--- config.mk ---
export PLATFORM = sky130hd
export DESIGN_NAME = rng_arb
export DESIGN_NICKNAME = d
export VERILOG_FILES = /design/src/rtl/rng_arb.sv
export SDC_FILE = /design/constraint.sdc
export NUM_CORES = 1
export LEC_CHECK = 0
export BUFFER_PORTS_ARGS = -buffer_cell sky130_fd_sc_hd__buf_2
export CORE_MARGIN = 1.5
export CORE_UTILIZATION = 31
export CTS_CLUSTER_DIAMETER = 150
export DETAILED_ROUTE_END_ITERATION = 10
export PLACE_DENSITY = 0.79
export SYNTH_ARGS = -nofsm -noshare
export SYNTH_HDL_FRONTEND = slang
export SYNTH_SLANG_ARGS = --single-unit
--- constraint.sdc ---
create_clock -name clk -period 2.1 [get_ports clk]
set_input_delay 0.63 -clock clk [delete_from_list [all_inputs] [get_ports clk]]
set_output_delay 0.63 -clock clk [all_outputs]
set_load 0.03 [all_outputs]
--- src/rtl/rng_arb.sv ---
// Two-requester round-robin arbiter in front of a shared RNG FIFO.
// Grants carry a burst limit for preemption and a one-cycle dead SWITCH state between owners.
module rng_arb #(
    parameter int RNG_DAT_W = 64,
    parameter int BURST_W   = 8
) (
    input  logic                 clk,
    input  logic                 rst,
    input  logic [BURST_W-1:0]   burst_max,
    input  logic [1:0]           req,
    input  logic [1:0]           rel,
    input  logic [1:0]           rd_in,
    input  logic [1:0]           rng_start_in0,
    input  logic [1:0]           rng_start_in1,
    input  logic                 fifo_rng_empty,
    input  logic [RNG_DAT_W-1:0] fifo_rng_din,
    output logic                 fifo_rng_rd,
    output logic [1:0]           empty_out,
    output logic [RNG_DAT_W-1:0] dout,
    output logic [1:0]           rng_start,
    output logic [1:0]           gnt,
    output logic                 err
);

    typedef enum logic [1:0] {IDLE, GRANT, SWITCH} state_t;

    state_t             state, state_nxt;
    logic               g_idx, g_idx_nxt;
    logic               last_gnt, last_gnt_nxt;
    logic [BURST_W-1:0] cnt, cnt_nxt;
    logic [1:0]         gnt_nxt;
    logic               granted, cnt_hit, winner;

    // Datapath steering: only the owner sees the real empty flag and may read.
    always_comb begin
        granted     = (state == GRANT);
        fifo_rng_rd = granted & rd_in[g_idx] & ~fifo_rng_empty & ~rst;
        empty_out   = 2'b11;
        if (granted) begin
            empty_out[g_idx] = fifo_rng_empty;
        end
        dout    = fifo_rng_din;
        cnt_hit = (burst_max != '0) && (cnt == burst_max);
        winner  = (req == 2'b11) ? ~last_gnt : req[1];
    end

    always_comb begin
        state_nxt    = state;
        g_idx_nxt    = g_idx;
        last_gnt_nxt = last_gnt;
        cnt_nxt      = cnt;
        gnt_nxt      = 2'b00;
        if (fifo_rng_rd && (cnt != '1)) begin
            cnt_nxt = cnt + 1'b1;
        end
        case (state)
            IDLE: begin
                if (req != 2'b00) begin
                    state_nxt    = GRANT;
                    g_idx_nxt    = winner;
                    last_gnt_nxt = winner;
                    cnt_nxt      = '0;
                end
            end
            GRANT: begin
                if (rel[g_idx] || !req[g_idx] || (cnt_hit && req[~g_idx])) begin
                    state_nxt = SWITCH;
                end else if (cnt_hit) begin
                    // Burst limit reached with no contender: restart the burst, counting this cycle's read.
                    cnt_nxt    = '0;
                    cnt_nxt[0] = fifo_rng_rd;
                end
            end
            SWITCH:  state_nxt = IDLE;
            default: state_nxt = IDLE;
        endcase
        if (state_nxt == GRANT) begin
            gnt_nxt[g_idx_nxt] = 1'b1;
        end
    end

    always_ff @(posedge clk) begin
        if (rst) begin
            state     <= IDLE;
            g_idx     <= 1'b0;
            last_gnt  <= 1'b1;
            cnt       <= '0;
            gnt       <= 2'b00;
            rng_start <= 2'b00;
            err       <= 1'b0;
        end else begin
            state     <= state_nxt;
            g_idx     <= g_idx_nxt;
            last_gnt  <= last_gnt_nxt;
            cnt       <= cnt_nxt;
            gnt       <= gnt_nxt;
            rng_start <= granted ? (g_idx ? rng_start_in1 : rng_start_in0) : 2'b00;
            if ((rd_in & ~gnt) != 2'b00) begin
                err <= 1'b1;
            end
        end
    end

endmodule

==> results by group <==
Drt
  – Via density: 4.86
  – Antenna violation net count after detailed routing: 0
  – Iter 0 DRT Violations: 55
  – Drt drc: 0
  – Drt first pass iters: 4
  – Drt total wl: 2.75 mm
  – Average wire per standard cell: 13.5 um
  – DR vias: 991

Clock tree
  – Skew-Pair Late Insertion Delay: 0.26 ns
  – H-tree Lvls: 1
  – Root buffer cell: clkbuf_8
  – CTS Sinks: 17
  – CTS Buf Count: 3
  – Clock-pin slew on the worst setup and hold paths: 0.06 ns
  – CTS tree: done
  – Maximum clock insertion buffer count: 2
  – CTS hold repair buffers: 0

Logic synthesis
  – Count of different cell masters after synthesis: 41
  – Largest area contributor in the netlist: buf_4
  – #FFs+latches synth: 17
  – Post-synthesis sequential area ratio: 23.6%
  – EDFF count, synth: 0
  – Mean Syn Cell Area: 8.34 um^2
  – Largest cells by area after synthesis: buf_4 (33%), dfxtp_1 (24%), xor2_1 (5.5%), nor2_1 (3.6%), mux2i_1 (3.5%)
  – Yosys warns: 0
  – Most common library cells after synthesis: buf_4 (64), dfxtp_1 (17), nor2_1 (14), xor2_1 (9), nand2_1 (6)
  – Asr flop ratio synth: 0%
  – Top FF cell, synth: dfxtp_1
  – Area share of the largest cell type after synthesis: ~33%
  – Count leader, synth: buf_4
  – Net Count, Synth: 259
  – Cell area after synthesis: 0.00144 mm^2
  – Syn Inst Count: 173

Global routing
  – Met3 Use GR: around 5.5%
  – Gr ovfl total: 0
  – Met1 Usage GRT: 12.1%
  – Gr usage total: 10.9%
  – Gr busiest metal: met2
  – Vias in the first global route: roughly 960
  – First-pass GRT wire length: 4.44 mm
  – Met2 Usage GRT: 17.8%
  – Largest net degree at the start of global routing: 10
  – Antenna violations before repair: 0

STA
  – Minimum clock period: 2.15 ns
  – Skew final: 0.00573 ns
  – Max Freq: 464 MHz
  – Fin crit share: 103%
  – Worst-Margin Slew: 0.335 ns
  – Final-report hold violation count: 0
  – WHS: between 0.4 and 0.5 ns
  – Slew HR: 77.0%
  – RSZ-0062 raised after global routing: yes
  – Final setup margin: -0.0535 ns
  – Final Max Slew Viols: 0
  – Setup-failing EPs final: 1

Layout
  – ANT cells: 0
  – Nets: 239
  – Syn-to-layout area delta: -8.24%
  – Post-Layout Cell Count: 204
  – Fill cell count: ~480
  – Layout cells sized above 1: 36.2%

Power
  – Combinational power share: 20.8%
  – Reg power frac: 46.5%
  – Peak VDD IR: between 0.0002 and 0.00025 V
  – Internal power: 545 uW
  – Power Density: ~570 mW/mm^2
  – Net switching power: ~210 uW
  – Switching part of the total: 27.6%
  – Pleak: 0.000547 uW
  – Clk pwr share: 32.7%

Run
  – Max Cap Viol: 0

Worst setup path
  – Reg-to-Reg End: cnt[5]$_SDFF_PP0_
  – Worst r2r path cells: 6
  – CP endpoint kind: primary output
  – Max incr delay on CP: 0.56 ns
  – CP max stage cell: or4b_4
  – Critical path arrival: 1.52 ns
  – Worst path depth: 4
  – Worst Path Required: roughly 1.5 ns
  – Type of origin of the critical path: input port
  – RR Startpoint: state[0]$_SDFF_PP0_
  – CP dominant cell by count: buf_6
  – CP bufs+invs: 2
  – CP cell instances: buf_6, or4b_4, nor2_4, buf_6
  – Crit Path Class: input port to primary output
  – Cell family with most CP delay: simple AND/OR/NAND/NOR gates
  – Worst-path fanout max: 2
  – R2R Setup Slk: 0.26 ns

Floorplanning
  – Core Region: 0.00441 mm^2
  – Die height: 71.2 um
  – Cell Rows: 24
  – Initial Util: 32.7%
  – Die area: 0.00507 mm^2
  – Die width: 71.2 um
  – Io pins: roughly 160

Hold path
  – Hold EP: err$_SDFFE_PP0P_
  – Hold depth: 2
  – Hold Path Origin: err$_SDFFE_PP0P_
  – Hold crit path type: flop to flop

Place
  – I/O Buffers: 28
  – Placed Cells incl. Taps: 199
  – DP Worst Slack: -0.138 ns
  – HPWL after detailed placement: 2.27 mm
  – Routability cong.: ~0.79

Run status
  – Outcome: complete, but fails checks
  – Failing checks: negative setup slack
-- repair_timing --
action | 4_1_cts | 5_1_grt
pin swaps | 1 | 0
endpoints found under the setup margin | 1 | 3
buffers inserted | 1 | 0
resized for setup | 4 | 2
-- cell families after synthesis --
group           share of synthesized area (%)
xor+xnor                                 6.68
fa+ha+maj                               0.867
compound gates                           6.85
mux                                      4.25
buf+inv                                  35.4
flops                                    23.6
simple gates                             22.4
-- worst min-delay path, delay by kind of cell, from the launching register on --
| kind | cells | cell delay [ns] |
|---|---|---|
| compound gates | 1 | 0.05 |
| flops | 1 | 0.32 |
| simple gates | 1 | 0.08 |
-- area by class of cell --
class	instances	area, um^2	share of cell area [%]
Inverter	5	18.8	1.42
Tap cell	52	65.1	4.91
Sequential cell	17	342	25.8
Multi-Input combinational cell	86	604	45.7
Timing Repair Buffer	40	249	18.8
Clock buffer	4	45.0	3.40
-- power by group through the flow --
stage | registers (uW) | logic [uW] | clock network, uW
after global placement | 356 | 148 | 0
after floorplan | 369 | 302 | 0
after CTS | 349 | 157 | 251
final | 350 | 156 | 246
after detailed placement | 357 | 152 | 0
after global routing | 352 | 173 | 267
-- registers in the layout, summed over array words and instances, names as in the netlist --
| name | flops |
|---|---|
| cnt | 8 |
| state | 2 |
| last_gnt | 1 |
| g_idx | 1 |
| rng_start | 2 |
| gnt | 2 |
| err | 1 |
-- cell usage in the layout (no fill, tap or decap), types with 5 or more instances in the layout --
cell type,n
buf_4,12
mux2i_1,5
buf_2,25
nor2_1,13
dfxtp_1,16
inv_1,5
xor2_1,9
nand2_1,6
-- through the flow --
stage	util, %	power, uW	setup TNS (ns)	cell area, um^2
global route	30.0	792	-0.0854	1320
detailed placement	28.2	509	-0.456	1250
finish	30.0	752	-0.0535	1320
CTS	29.8	757	-0.0537	1320
floorplan	-	671	0	1450
global placement	28.2	504	-0.307	1250
-- worst max-delay path by stage --
stage | startpoint | end
after floorplan | fifo_rng_empty | fifo_rng_rd
after global placement | fifo_rng_empty | fifo_rng_rd
after detailed placement | fifo_rng_empty | fifo_rng_rd
after CTS | rst | fifo_rng_rd
after global routing | rst | fifo_rng_rd
final | rst | fifo_rng_rd
-- routing by layer --
layer | vias up | share of wire (%)
li1 | 476 | -
met4 | 0 | 1.9
met3 | 9 | 11
met2 | 48 | 48
met1 | 458 | 40
met5 | - | 0
Note: power is estimated with default switching activity, not from simulation.
